File: src/rtl/logic_op_scheduler.sv
// logic_op_scheduler
// Round-robin front end that shares one combinational 8-bit logic unit
// (XOR/AND/OR/NOT) among NUM_REQ requesters.
//
// Ports:
//   Clk, Rst_n        clock, synchronous active-low reset
//   Req               per-requester request level, held until granted
//   Op_in/A_in/B_in   per-requester opcode and operands (packed slices)
//   Grant             one-hot pulse: that requester's operands were latched
//   Unit_In1/In2/Sel  registered operands/opcode toward the shared unit
//   Unit_Out          combinational result from the shared unit
//   Result/_id/_valid captured result, owner and valid flag
//   Result_ack        consumer accepts Result when high with Result_valid
//   Busy              high while an operation is in flight (ISSUE/DONE)
//   Dbg_state         current FSM state (00 IDLE, 01 ISSUE, 10 DONE)
//
// Handshake: a result transfers on a rising edge where Result_valid and
// Result_ack are both high; Result/Result_id hold steady until then.
module logic_op_scheduler #(
    parameter int NUM_REQ = 4,
    parameter int WIDTH   = 8,
    localparam int IDW    = $clog2(NUM_REQ)
) (
    input  logic                     Clk,
    input  logic                     Rst_n,
    input  logic [NUM_REQ-1:0]       Req,
    input  logic [2*NUM_REQ-1:0]     Op_in,
    input  logic [WIDTH*NUM_REQ-1:0] A_in,
    input  logic [WIDTH*NUM_REQ-1:0] B_in,
    output logic [NUM_REQ-1:0]       Grant,
    output logic [WIDTH-1:0]         Unit_In1,
    output logic [WIDTH-1:0]         Unit_In2,
    output logic [1:0]               Unit_Sel,
    input  logic [WIDTH-1:0]         Unit_Out,
    output logic [WIDTH-1:0]         Result,
    output logic [IDW-1:0]           Result_id,
    output logic                     Result_valid,
    input  logic                     Result_ack,
    output logic                     Busy,
    output logic [1:0]               Dbg_state
);

    typedef enum logic [1:0] {
        ST_IDLE  = 2'd0,
        ST_ISSUE = 2'd1,
        ST_DONE  = 2'd2
    } state_t;

    state_t               state, state_nxt;
    logic [IDW-1:0]       last;
    logic [IDW-1:0]       cur;
    logic [IDW-1:0]       win;
    logic                 found;
    logic                 any_req;
    logic                 arb_fire;
    logic [WIDTH-1:0]     opnd_a;
    logic [WIDTH-1:0]     opnd_b;
    logic [1:0]           opnd_sel;
    logic [NUM_REQ-1:0]   grant_q;
    logic [WIDTH-1:0]     result_q;
    logic [IDW-1:0]       result_id_q;
    logic                 result_valid_q;

    assign any_req = |Req;

    // Arbitration happens from IDLE, or from DONE on the accepting edge so
    // back-to-back operations need no IDLE bubble.
    assign arb_fire = any_req &&
                      ((state == ST_IDLE) || ((state == ST_DONE) && Result_ack));

    // Round-robin search starting just after the last served requester.
    always_comb begin : arb
        logic [IDW-1:0] idx;
        win   = '0;
        found = 1'b0;
        idx   = '0;
        for (int k = 1; k <= NUM_REQ; k++) begin
            idx = IDW'((int'(last) + k) % NUM_REQ);
            if (!found && Req[idx]) begin
                win   = idx;
                found = 1'b1;
            end
        end
    end

    always_comb begin
        state_nxt = state;
        case (state)
            ST_IDLE:  if (any_req) state_nxt = ST_ISSUE;
            ST_ISSUE: state_nxt = ST_DONE;
            ST_DONE:  if (Result_ack) state_nxt = any_req ? ST_ISSUE : ST_IDLE;
            default:  state_nxt = ST_IDLE;
        endcase
    end

    always_ff @(posedge Clk) begin
        if (!Rst_n) begin
            state          <= ST_IDLE;
            last           <= IDW'(NUM_REQ - 1);
            cur            <= '0;
            opnd_a         <= '0;
            opnd_b         <= '0;
            opnd_sel       <= 2'b00;
            grant_q        <= '0;
            result_q       <= '0;
            result_id_q    <= '0;
            result_valid_q <= 1'b0;
        end else begin
            state   <= state_nxt;
            grant_q <= '0;
            if (arb_fire) begin
                opnd_a   <= A_in[WIDTH*win +: WIDTH];
                opnd_b   <= B_in[WIDTH*win +: WIDTH];
                opnd_sel <= Op_in[2*win +: 2];
                cur      <= win;
                grant_q  <= NUM_REQ'(1) << win;
            end
            if (state == ST_ISSUE) begin
                result_q       <= Unit_Out;
                result_id_q    <= cur;
                result_valid_q <= 1'b1;
                last           <= cur;
            end else if ((state == ST_DONE) && Result_ack) begin
                result_valid_q <= 1'b0;
            end
        end
    end

    assign Grant        = grant_q;
    assign Unit_In1     = opnd_a;
    assign Unit_In2     = opnd_b;
    assign Unit_Sel     = opnd_sel;
    assign Result       = result_q;
    assign Result_id    = result_id_q;
    assign Result_valid = result_valid_q;
    assign Busy         = (state != ST_IDLE);
    assign Dbg_state    = state;

endmodule

File: config.mk
export PLATFORM = sky130hd
export DESIGN_NAME = logic_op_scheduler
export DESIGN_NICKNAME = d
export VERILOG_FILES = /design/src/rtl/logic_op_scheduler.sv
export SDC_FILE = /design/constraint.sdc
export NUM_CORES = 1
export LEC_CHECK = 0
export BUFFER_PORTS_ARGS = -buffer_cell sky130_fd_sc_hd__buf_2
export CAP_MARGIN = 20
export CORE_UTILIZATION = 39
export DETAILED_ROUTE_END_ITERATION = 10
export HOLD_SLACK_MARGIN = 0.06
export PLACE_DENSITY_LB_ADDON = 0.08
export SLEW_MARGIN = 30
export SYNTH_ARGS = -nofsm -noshare
export SYNTH_HDL_FRONTEND = slang
export SYNTH_SLANG_ARGS = --single-unit
File: constraint.sdc
create_clock -name Clk -period 1.6 [get_ports Clk]
set_input_delay 0.16 -clock Clk [delete_from_list [all_inputs] [get_ports Clk]]
set_output_delay 0.16 -clock Clk [all_outputs]
set_load 0.1 [all_outputs]
==> results of run 1 <==
worst min path at each step:
stage / cells past startpoint / slack [ps] / end
final: 3 / 110 / Unit_In2[0]
after global routing: 3 / 120 / Unit_In1[2]
after CTS: 3 / 110 / Unit_In2[0]
after detailed placement: 3 / 400 / Unit_In2[0]
after global placement: 3 / 400 / Unit_In2[3]
after floorplan: 2 / 300 / Unit_In2[0]
stage by stage:
step | worst slack [ps] | utilization | area [µm²] | total power [W] | hold WS, ps
2_1_floorplan | 3.91 | - | 2030 | 0.00240 | 303
3_3_place_gp | -90.4 | 0.577 | 2800 | 0.00276 | 400
3_5_place_dp | -205 | 0.577 | 2800 | 0.00277 | 404
6_report | 23.1 | 0.624 | 3030 | 0.00349 | 113
5_1_grt | -84.5 | 0.624 | 3030 | 0.00365 | 117
4_1_cts | -19.0 | 0.612 | 2970 | 0.00348 | 111
cell families (layout without fill, tap and decap cells):
kind of cell | Yosys count | count (layout)
AOI/OAI and AO/OA | 38 | 38
buffers and inverters | 19 | 159
DFF | 39 | 39
muxes | 19 | 19
and+or+nand+nor | 103 | 103
layout make-up:
type                            instances  area [µm²]  share of cell area
Tap cell                               67        83.8              0.0277
Inverter                                2        7.51             0.00248
Clock buffer                            7        76.3              0.0252
Clock inverter                          1        5.00             0.00165
Timing Repair Buffer                  149         890               0.294
Multi-Input combinational cell        160        1170               0.388
Sequential cell                        39         791               0.261
registers in the layout, indices dropped and copies added (netlist names):
| name | count |
|---|---|
| Result_valid | 1 |
| Unit_Sel | 2 |
| Unit_In1 | 8 |
| last | 2 |
| Result | 8 |
| cur | 2 |
| Dbg_state | 2 |
| Unit_In2 | 8 |
| Grant | 4 |
| Result_id | 2 |
layout by cell type, fill, tap and decap left out, types with 2 or more instances in the layout:
master     Yosys  layout
buf_2          1     123
clkbuf_1       7       2
nand2b_1       4       2
nand4_1        2       2
clkbuf_8       0       5
o211a_1        2       2
buf_12         0       2
dfxtp_2        0       2
a21boi_0      10      10
nand3_2       20      20
nor2_1         7       7
o2111ai_1     18      18
mux2i_1       19      17
inv_1          2       2
mux2i_2        0       2
nand2b_4       0       2
dfxtp_4        0       2
nor2b_1        3       3
nand3_1       16      16
nand2_1       42      42
dfxtp_1       39      35
buf_4          4      20
metal layers:
metal	GRT usage	vias to the layer above	routed length, µm
li1	-	1066	-
met1	0.276	970	2680
met2	0.341	82	2670
met3	0.0528	7	425
met4	0.0684	0	65
met5	0	-	0
power groups by stage:
| stage | clock network (W) | logic (W) | registers [W] |
|---|---|---|---|
| global route | 0.000698 | 0.00177 | 0.00117 |
| CTS | 0.000653 | 0.00167 | 0.00116 |
| finish | 0.000639 | 0.00169 | 0.00116 |
| global placement | 0 | 0.00158 | 0.00118 |
| floorplan | 0 | 0.000449 | 0.00195 |
| detailed placement | 0 | 0.00160 | 0.00118 |
timing repair:
item | 4_1_cts | 5_1_grt
setup buffers | 3 | 1
pin swaps | 1 | 2
setup endpoints to repair | 19 | 19
resized for setup | 7 | 7
gates cloned | 2 | 1
worst min-delay path: stages:
cell,delay (ps)
buf_2,80
nand3_2,40
o2111ai_1,80
==> summary.txt, run 1 <==
Layout
  • N_diodes: 0
  • Share of layout cells above drive strength 1: 0.536
  • Final std cells w/o fill: about 430
  • Nets@finish: around 440
  • Area growth, synth to finish: 49.5%
  • FILL cells: roughly 460

STA
  • Fin crit share: 0.986
  • Setup violations, final: 0
  • Clock Skews: around 6.2 ps
  • Final setup TNS: 0 ps
  • Min Tclk post-route: between 1500 and 2000 ps
  • FMAX: ~630 MHz
  • Worst-Margin Slew: between 500 and 600 ps
  • RSZ-0062 raised after global routing: yes
  • Slew headroom: 0.654
  • Fin. Hold Viols: 0
  • Final Max Tran Viols: 0

Synth
  • Synth Net Count: between 300 and 400
  • Ys async rst share: 0
  • Post-Synth Adder-Cell Area: 0
  • Most common library cells after synthesis: nand2_1 (42), dfxtp_1 (39), nand3_2 (20), mux2i_1 (19), o2111ai_1 (18)
  • Yosys reg bits: 39
  • YS warnings: 0
  • Syn avg cell area: a little over 9 µm²
  • Top post-synthesis cells by area: dfxtp_1 (39%), nand3_2 (9.9%), mux2i_1 (9.4%)
  • Yosys top cell area share: 0.386
  • Compound-Gate Fraction of Synth Area: 0.169
  • Largest area contributor in the netlist: dfxtp_1
  • Synth cell types: 33
  • Mapped Area: approximately 2000 µm²
  • Count leader, synth: nand2_1
  • Most common flop cell mapped by yosys: dfxtp_1
  • Largest family of logic cells by synthesized area: simple AND/OR/NAND/NOR gates
  • Simple-gate share of the synthesized area: 0.289
  • Post-synthesis xor/xnor area fraction: 0
  • Fraction of synthesized area in multiplexers: 0.0940
  • Sequential area share after synthesis: 0.386
  • EDFF count, synth: 0
  • Cell count after synthesis: roughly 220

Critical path
  • Worst R2R End: Unit_In1[2]
  • CP endpoint: Unit_In1[2]
  • Max stage delay on crit path: around 350 ps
  • Crit. Startpoint: last[0]
  • Crit start category: flop
  • Worst Path Required: ~1800 ps
  • CP top delay family: simple AND/OR/NAND/NOR gates
  • Critical Path AT: roughly 1700 ps
  • Reg2reg path depth: 6
  • Critical-path cell with the highest stage delay: a311o_1
  • Crit path kind: reg -> reg
  • Buf/Inv on CP: 1
  • R2R setup slack: about 23 ps
  • Reg2reg start: last[0]
  • Cell depth of the worst setup path: 6
  • Critical path fanouts, max: 14
  • Crit end category: flop
  • Cell Chain, Critical Path: nand2b_4 -> a311o_1 -> and3_4 -> clkbuf_16 -> nand3_1 -> o2111ai_1

Floorplan
  • Initial Util: 0.417
  • Row Count: 25
  • Core area: 4850 µm²
  • Die area: around 5500 µm²
  • Die width: between 70 and 80 µm
  • I/O pin count: 123
  • Die span in y: between 70 and 80 µm

Detailed routing
  • Final WL: approximately 6000 µm
  • DRT antenna net count: 0
  • 1st-pass router iterations: 4
  • DR vias: 2125
  • Vias/cell: 5.00
  • Drt wl/cell: 13.7 µm
  • Initial drt markers: just under 80
  • DRC: 0

Pwr
  • Pwr per Cell Area: around 1200 nW/µm²
  • Maximum vdd drop: around 0.61 mV
  • Sequential Power Share: 0.332
  • Net Sw Frac: 0.463
  • Comb power frac: 0.485
  • Pleak: 1.46 nW
  • Internal power: between 0.0015 and 0.002 W
  • Switch Pwr: around 0.0016 W
  • Clock Power Share: 0.183

GRT
  • First-pass GRT wire length: 8960 µm
  • Largest net degree at the start of global routing: 29
  • GR Overflow Total: 0
  • Vias in the first global route: about 2000
  • Initial antenna violation count: 0
  • GRT Resource Usage Total: 0.211

Clock network
  • CTS Buffer Depth: 2
  • H-Tree Depth: 2
  • CTS clock-pin slew for the worst setup and hold paths: 80 ps
  • CTS Buf Count: 5
  • TritonCTS clock tree: yes
  • CTS Root Cell: clkbuf_8
  • CTS Hold Bufs: 0
  • Clock Latency Late Sink: 280 ps
  • Clk sinks: 39

Placed design
  • GPL Wtd Cong: approximately 0.73
  • Placed cell count: slightly above 400
  • I/O Buffers: about 120
  • DPL Wire Length: 4130 µm

Min path
  • Worst hold path class: in -> reg
  • HP Start: B_in[8]

Run status
  • Status: complete, no violations

Job
  • Max_cap viols: 0
(Power assumes the default switching activity.)
==> run 2, diff against run 1 <==
--- a/config.mk
+++ b/config.mk
@@ -7,7 +7,9 @@
 export LEC_CHECK = 0
 export BUFFER_PORTS_ARGS = -buffer_cell sky130_fd_sc_hd__buf_2
 export CAP_MARGIN = 20
-export CORE_UTILIZATION = 39
+export CELL_PAD_IN_SITES_DETAIL_PLACEMENT = 0
+export CELL_PAD_IN_SITES_GLOBAL_PLACEMENT = 1
+export CORE_UTILIZATION = 27
 export DETAILED_ROUTE_END_ITERATION = 10
 export HOLD_SLACK_MARGIN = 0.06
 export PLACE_DENSITY_LB_ADDON = 0.08
==> run 2 against run 1 <==
The flow now finishes with violations (negative setup slack); global-route usage is 5.8 points lower; clock power is 43% higher; maximum frequency is 3.1% lower; utilization is 18 points lower; hold slack worse by 5.6 ps; die area is 43% higher; non-clock buffer count is 6 higher; combinational power is 4% higher; sequential share of layout area is 1.5 points lower; wire length is 7.5% higher.
==> summary.txt, run 2 (synthesis gave the netlist of run 1 again) <==
Run status
  • Status: finished with violations
  • Failing checks: negative setup slack

Floorplan
  • Die span in y: 88.6 µm (+20%)
  • Die area: 7840 µm² (+43%)
  • Initial Util: 0.279 (-0.138)
  • Core area: 7250 µm² (+50%)
  • Die width: 88.6 µm (+20%)
  • Row Count: 31 (+24%)
  • I/O pin count: 123 (unchanged)

STA
  • Setup violations, final: 5 (+5)
  • FMAX: 615 MHz (-3.1%)
  • Final setup TNS: -67.7 ps (-67.7 ps)
  • Slew headroom: 0.670 (+0.0158)
  • Clock Skews: 5.06 ps (-1.18 ps)
  • Final Max Tran Viols: 0 (unchanged)
  • Worst setup margin: -27.2 ps (-50.3 ps)
  • Fin. Hold Viols: 0 (unchanged)
  • Worst-Margin Slew: 499 ps (-16.2 ps)
  • RSZ-0062 raised after global routing: yes
  • Min Tclk post-route: 1630 ps (+50.3 ps)
  • Fin crit share: 1.02 (+0.0314)

Clock network
  • CTS Buffer Depth: 2 (unchanged)
  • CTS Root Cell: clkbuf_8
  • H-Tree Depth: 2 (unchanged)
  • Clk sinks: 39 (unchanged)
  • TritonCTS clock tree: yes
  • Clock Latency Late Sink: 290 ps (about the same)
  • CTS clock-pin slew for the worst setup and hold paths: 80 ps (about the same)
  • CTS Buf Count: 5 (unchanged)

Detailed routing
  • Vias/cell: 4.61 (-7.7%)
  • DR vias: 2136 (+0.52%)
  • DRC: 0 (unchanged)
  • 1st-pass router iterations: 4 (unchanged)
  • Drt wl/cell: 13.6 µm (-1.3%)
  • Initial drt markers: 75 (-5.1%)
  • Final WL: 6280 µm (+7.5%)
  • DRT antenna net count: 0 (unchanged)

Pwr
  • Net Sw Frac: 0.432 (-0.0303)
  • Internal power: 0.00217 W (+16%)
  • Switch Pwr: 0.00165 W (+2.5%)
  • Sequential Power Share: 0.303 (-0.029)
  • Pwr per Cell Area: 1190 nW/µm² (+3.2%)
  • Clock Power Share: 0.239 (+0.056)
  • Comb power frac: 0.458 (-0.027)
  • Pleak: 1.53 nW (+4.4%)
  • Maximum vdd drop: 0.539 mV (-11%)

Layout
  • Most common cell after layout, fill and taps aside: buf_2
  • Most frequent cells in the layout: buf_2 (122), nand2_1 (42), dfxtp_1 (35)
  • N_diodes: 0 (unchanged)
  • Final Instance Area: 3220 µm² (+6.3%)
  • FILL cells: 776 (+69%)
  • Area growth, synth to finish: 58.9%
  • Nets@finish: 450 (+1.4%)
  • Multi-input logic area: 1190 µm² (+1.3%)
  • Share of layout cells above drive strength 1: 0.549 (+0.0131)
  • Sequential standard cell area: 791 µm² (unchanged)

Placed design
  • Dpl ws: -121 ps (+84.7 ps)
  • DPL Wire Length: 4410 µm (+6.8%)
  • GPL Wtd Cong: 0.724 (-1.3%)
  • Dpl cell area: 2890 µm² (+3.2%)
  • I/O Buffers: 122 (unchanged)

Critical path
  • Crit end category: flop
  • R2R setup slack: -30 ps (-50 ps)
  • Crit start category: flop
  • Critical path fanouts, max: 5 (-9)
  • Critical Path AT: 1790 ps (+60 ps)
  • Reg2reg path depth: 8 (+2)
  • Critical-path cell with the highest stage delay: dfxtp_2
  • Cell Chain, Critical Path: buf_6 -> nand2b_4 -> a21oi_4 -> a211oi_4 -> buf_6 -> buf_12 -> mux2i_4 -> o2111ai_2
  • Buf/Inv on CP: 3 (+2)
  • Crit path kind: reg -> reg
  • Reg2reg start: last[0]
  • Max stage delay on crit path: 360 ps (about the same)
  • Worst Path Required: 1760 ps (about the same)
  • Worst R2R End: Unit_In1[2]
  • Cell mode on critical path: buf_6
  • CP top delay family: buffers and inverters

GRT
  • First-pass GRT wire length: 9320 µm (+3.9%)
  • GRT Resource Usage Total: 0.154 (-0.0575)
  • Initial antenna violation count: 0 (unchanged)
  • Largest net degree at the start of global routing: 35 (+21%)
  • Vias in the first global route: 2008 (+2.3%)
  • GR Overflow Total: 0 (unchanged)

Min path
  • Hold depth: 3 (unchanged)
  • Hold endpoint: Unit_In2[1]
  • HP Start: B_in[9]
  • Worst hold path class: in -> reg

Job
  • Max_cap viols: 0 (unchanged)
[run 2: through the flow]
step           std cells  hold slack, ps   util  total power, W
6_report             463             107  0.443         0.00383
4_1_cts              460             101  0.431         0.00381
3_5_place_dp         448             411  0.398         0.00281
2_1_floorplan        218             303      -         0.00240
3_3_place_gp         448             400  0.398         0.00281
5_1_grt              463             102  0.443         0.00401
[run 2: what timing repair did]
item                                    4_1_cts  5_1_grt
endpoints found under the setup margin       18       18
pin swaps                                     1        5
hold buffers                                  0        0
resized for setup                            14        7
cloned                                        1        2
setup buffers                                 3        1
[run 2: how the worst max path moves through the flow]
stage                 start          end  cells after the start
2_1_floorplan  Dbg_state[1]  Unit_In1[1]                      6
3_3_place_gp        last[0]  Unit_In2[2]                      6
3_5_place_dp        last[0]  Unit_In2[5]                      6
4_1_cts             last[0]  Unit_In2[7]                      8
5_1_grt             last[0]  Unit_In2[2]                      8
6_report            last[0]  Unit_In1[2]                      8
[run 2: final cells by class]
class / instances / share of cell area
timing repair buffer: 155 / 0.304
clock inverter: 1 / 0.00934
sequential: 39 / 0.246
inverter: 2 / 0.00233
tap: 99 / 0.0385
multi-input combinational: 160 / 0.369
clock buffer: 7 / 0.0304
[run 2: metal layers]
layer / routed length (µm) / track usage / up-vias / part of all wire
met4: 70 / 0.0469 / 0 / 0.011
met1: 2820 / 0.204 / 970 / 0.45
met2: 2880 / 0.238 / 83 / 0.46
li1: - / - / 1077 / -
met3: 512 / 0.0476 / 6 / 0.082
met5: 0 / 0 / - / 0
[run 2: worst register-to-register path: stages (launching register included)]
cell and delay, ps:
dfxtp_2 360, buf_6 100, nand2b_4 110, a21oi_4 60, a211oi_4 200, buf_6 180
buf_12 140, mux2i_4 230, o2111ai_2 130
[run 2: power by group through the flow]
stage	clock network [W]	registers [W]	logic, W
6_report	0.000914	0.00116	0.00175
5_1_grt	0.000993	0.00118	0.00184
4_1_cts	0.000948	0.00116	0.00171
3_5_place_dp	0	0.00118	0.00163
3_3_place_gp	0	0.00118	0.00164
2_1_floorplan	0	0.00195	0.000449
==> run 3, diff against run 2 <==
--- a/config.mk
+++ b/config.mk
@@ -12,7 +12,7 @@
 export CORE_UTILIZATION = 27
 export DETAILED_ROUTE_END_ITERATION = 10
 export HOLD_SLACK_MARGIN = 0.06
-export PLACE_DENSITY_LB_ADDON = 0.08
+export PLACE_DENSITY_LB_ADDON = 0.1
 export SLEW_MARGIN = 30
 export SYNTH_ARGS = -nofsm -noshare
 export SYNTH_HDL_FRONTEND = slang
==> run 3 against run 2 <==
The run still ends with negative setup slack left; critical path depth unchanged; worst setup slack better by 16 ps; register-to-register slack improved by 20 ps; sequential power hardly changed; sequential share of layout area shrank 0.12 points; clock skew rose by 4.0 ps; via count shrank 1.5%; power down 1.8%; critical path type unchanged; highest routed layer unchanged.
==> summary.txt, run 3 (synthesis gave the netlist of run 1 again) <==
Critical path
  • Critical path fanouts, max: 5 (unchanged)
  • Crit path kind: reg -> reg
  • Critical-path cell with the highest stage delay: dfxtp_2
  • Crit. Startpoint: last[0]
  • Crit end category: flop
  • Cell Chain, Critical Path: buf_6 -> nand2b_4 -> a21oi_4 -> a211oi_4 -> buf_6 -> clkbuf_16 -> mux2i_1 -> o2111ai_1
  • Cell mode on critical path: buf_6
  • Reg2reg start: last[0]
  • Worst Path Required: 1760 ps (about the same)
  • CP top delay family: buffers and inverters
  • Max stage delay on crit path: 340 ps (-20 ps)
  • Crit start category: flop
  • Critical Path AT: 1770 ps (-20 ps)
  • Buf/Inv on CP: 3 (unchanged)

Layout
  • Area growth, synth to finish: 59.7%
  • Final std cells w/o fill: 464 (+0.22%)
  • Nets@finish: 451 (+0.22%)
  • Final Util: 0.446 (+0.00224)
  • Most frequent cells in the layout: buf_2 (122), nand2_1 (42), dfxtp_1 (35)
  • N_diodes: 0 (unchanged)
  • Most common cell after layout, fill and taps aside: buf_2
  • Share of layout cells above drive strength 1: 0.545 (-0.00425)
  • FILL cells: 746 (-3.9%)

Clock network
  • CTS clock-pin slew for the worst setup and hold paths: 90 ps (about the same)
  • CTS Hold Bufs: 0 (unchanged)
  • CTS Buf Count: 5 (unchanged)
  • Clk sinks: 39 (unchanged)
  • CTS Root Cell: clkbuf_8
  • CTS Buffer Depth: 2 (unchanged)
  • TritonCTS clock tree: yes
  • H-Tree Depth: 2 (unchanged)
  • Clock Latency Late Sink: 290 ps (about the same)

Detailed routing
  • DR vias: 2104 (-1.5%)
  • 1st-pass router iterations: 4 (unchanged)
  • DRC: 0 (unchanged)
  • Vias/cell: 4.53 (-1.7%)
  • Final WL: 6590 µm (+5.0%)
  • DRT antenna net count: 0 (unchanged)
  • Drt wl/cell: 14.2 µm (+4.8%)
  • Initial drt markers: 47 (-37%)

STA
  • Final Max Tran Viols: 0 (unchanged)
  • Setup violations, final: 2 (-3)
  • Worst-Margin Slew: 503 ps (+3.75 ps)
  • RSZ-0062 raised after global routing: yes
  • Worst setup margin: -11.0 ps (+16.1 ps)
  • Fin. Hold Viols: 0 (unchanged)
  • Final setup TNS: -20.5 ps (+47.2 ps)
  • FMAX: 621 MHz (+1.0%)
  • Fin crit share: 1.01 (-0.0101)
  • Min Tclk post-route: 1610 ps (-16.1 ps)
  • Slew headroom: 0.667 (-0.00248)
  • Clock Skews: 9.04 ps (+3.99 ps)

Pwr
  • Pwr per Cell Area: 1160 nW/µm² (-2.3%)
  • Tot Pwr: 0.00376 W (-1.8%)
  • Clock Power Share: 0.214 (-0.025)
  • Sequential Power Share: 0.309 (+0.006)
  • Switch Pwr: 0.00168 W (+1.4%)
  • Pleak: 1.55 nW (+1.6%)
  • Net Sw Frac: 0.446 (+0.0142)
  • Maximum vdd drop: 0.503 mV (-6.5%)
  • Comb power frac: 0.477 (+0.019)
  • Internal power: 0.00208 W (-4.2%)

Floorplan
  • Die area: 7840 µm² (unchanged)
  • I/O pin count: 123 (unchanged)
  • Die span in y: 88.6 µm (unchanged)
  • Row Count: 31 (unchanged)
  • Core area: 7250 µm² (unchanged)
  • Initial Util: 0.279 (unchanged)
  • Die width: 88.6 µm (unchanged)

Job
  • Max_cap viols: 0 (unchanged)

GRT
  • Vias in the first global route: 1876 (-6.6%)
  • First-pass GRT wire length: 8930 µm (-4.2%)
  • Largest net degree at the start of global routing: 35 (unchanged)
  • GR Overflow Total: 0 (unchanged)
  • GRT Resource Usage Total: 0.150 (-0.00408)
  • Initial antenna violation count: 0 (unchanged)

Placed design
  • Dpl ws: -78.8 ps (+41.8 ps)
  • GPL Wtd Cong: 0.743 (+2.6%)
  • I/O Buffers: 122 (unchanged)
  • DPL Wire Length: 4140 µm (-6.1%)
  • Placed cell count: 446 (-0.45%)

Run status
  • Failing checks: negative setup slack
  • Status: finished with violations

Min path
  • Worst hold path class: in -> reg
  • HP Start: A_in[9]
[run 3: metrics by stage]
stage / cell area [µm²] / hold WS (ps)
after global routing: 3230 / 103
after CTS: 3080 / 95.4
after floorplan: 2030 / 303
final: 3230 / 104
after global placement: 2890 / 402
after detailed placement: 2890 / 407
[run 3: power groups by stage]
stage,clock [W],combinational (W),sequential (W)
after floorplan,0,0.000449,0.00195
after global placement,0,0.00162,0.00118
after detailed placement,0,0.00162,0.00118
after CTS,0.000836,0.00170,0.00116
after global routing,0.000871,0.00188,0.00118
final,0.000805,0.00179,0.00116
[run 3: worst paths after layout]
check	end	slack [ps]	cells after the start
max	Unit_In2[0]	-10	8
min	Unit_In1[1]	100	3
max reg2reg	Unit_In2[0]	-10	8
min reg2reg	Unit_In1[0]	460	2
[run 3: timing repair]
action | in CTS | in global routing
gates cloned | 2 | 5
pin swaps | 2 | 3
gates resized for setup | 6 | 7
endpoints found under the setup margin | 18 | 18
buffers inserted | 1 | 2
[run 3: layout make-up]
class,instances,area [µm²],share of cell area
clock buffer,7,108,0.0333
sequential,39,791,0.245
clock inverter,1,5.00,0.00155
timing repair buffer,156,1030,0.319
multi-input combinational,160,1160,0.360
tap,99,124,0.0383
inverter,2,7.51,0.00232
[run 3: worst reg2reg max path: cells and delay by family, from the launching register on]
kind	cells	cell delay [ps]
muxes	1	210
buffers and inverters	3	440
DFF	1	340
and+or+nand+nor	1	120
AOI/OAI and AO/OA	3	380
[run 3: layer usage]
layer / global-route usage / vias up / share of wire / routed length (µm)
met4: 0.0440 / 0 / 0.0085 / 56
met1: 0.202 / 951 / 0.47 / 3090
li1: - / 1082 / - / -
met5: 0 / - / 0 / 0
met2: 0.240 / 66 / 0.47 / 3090
met3: 0.0317 / 5 / 0.055 / 362
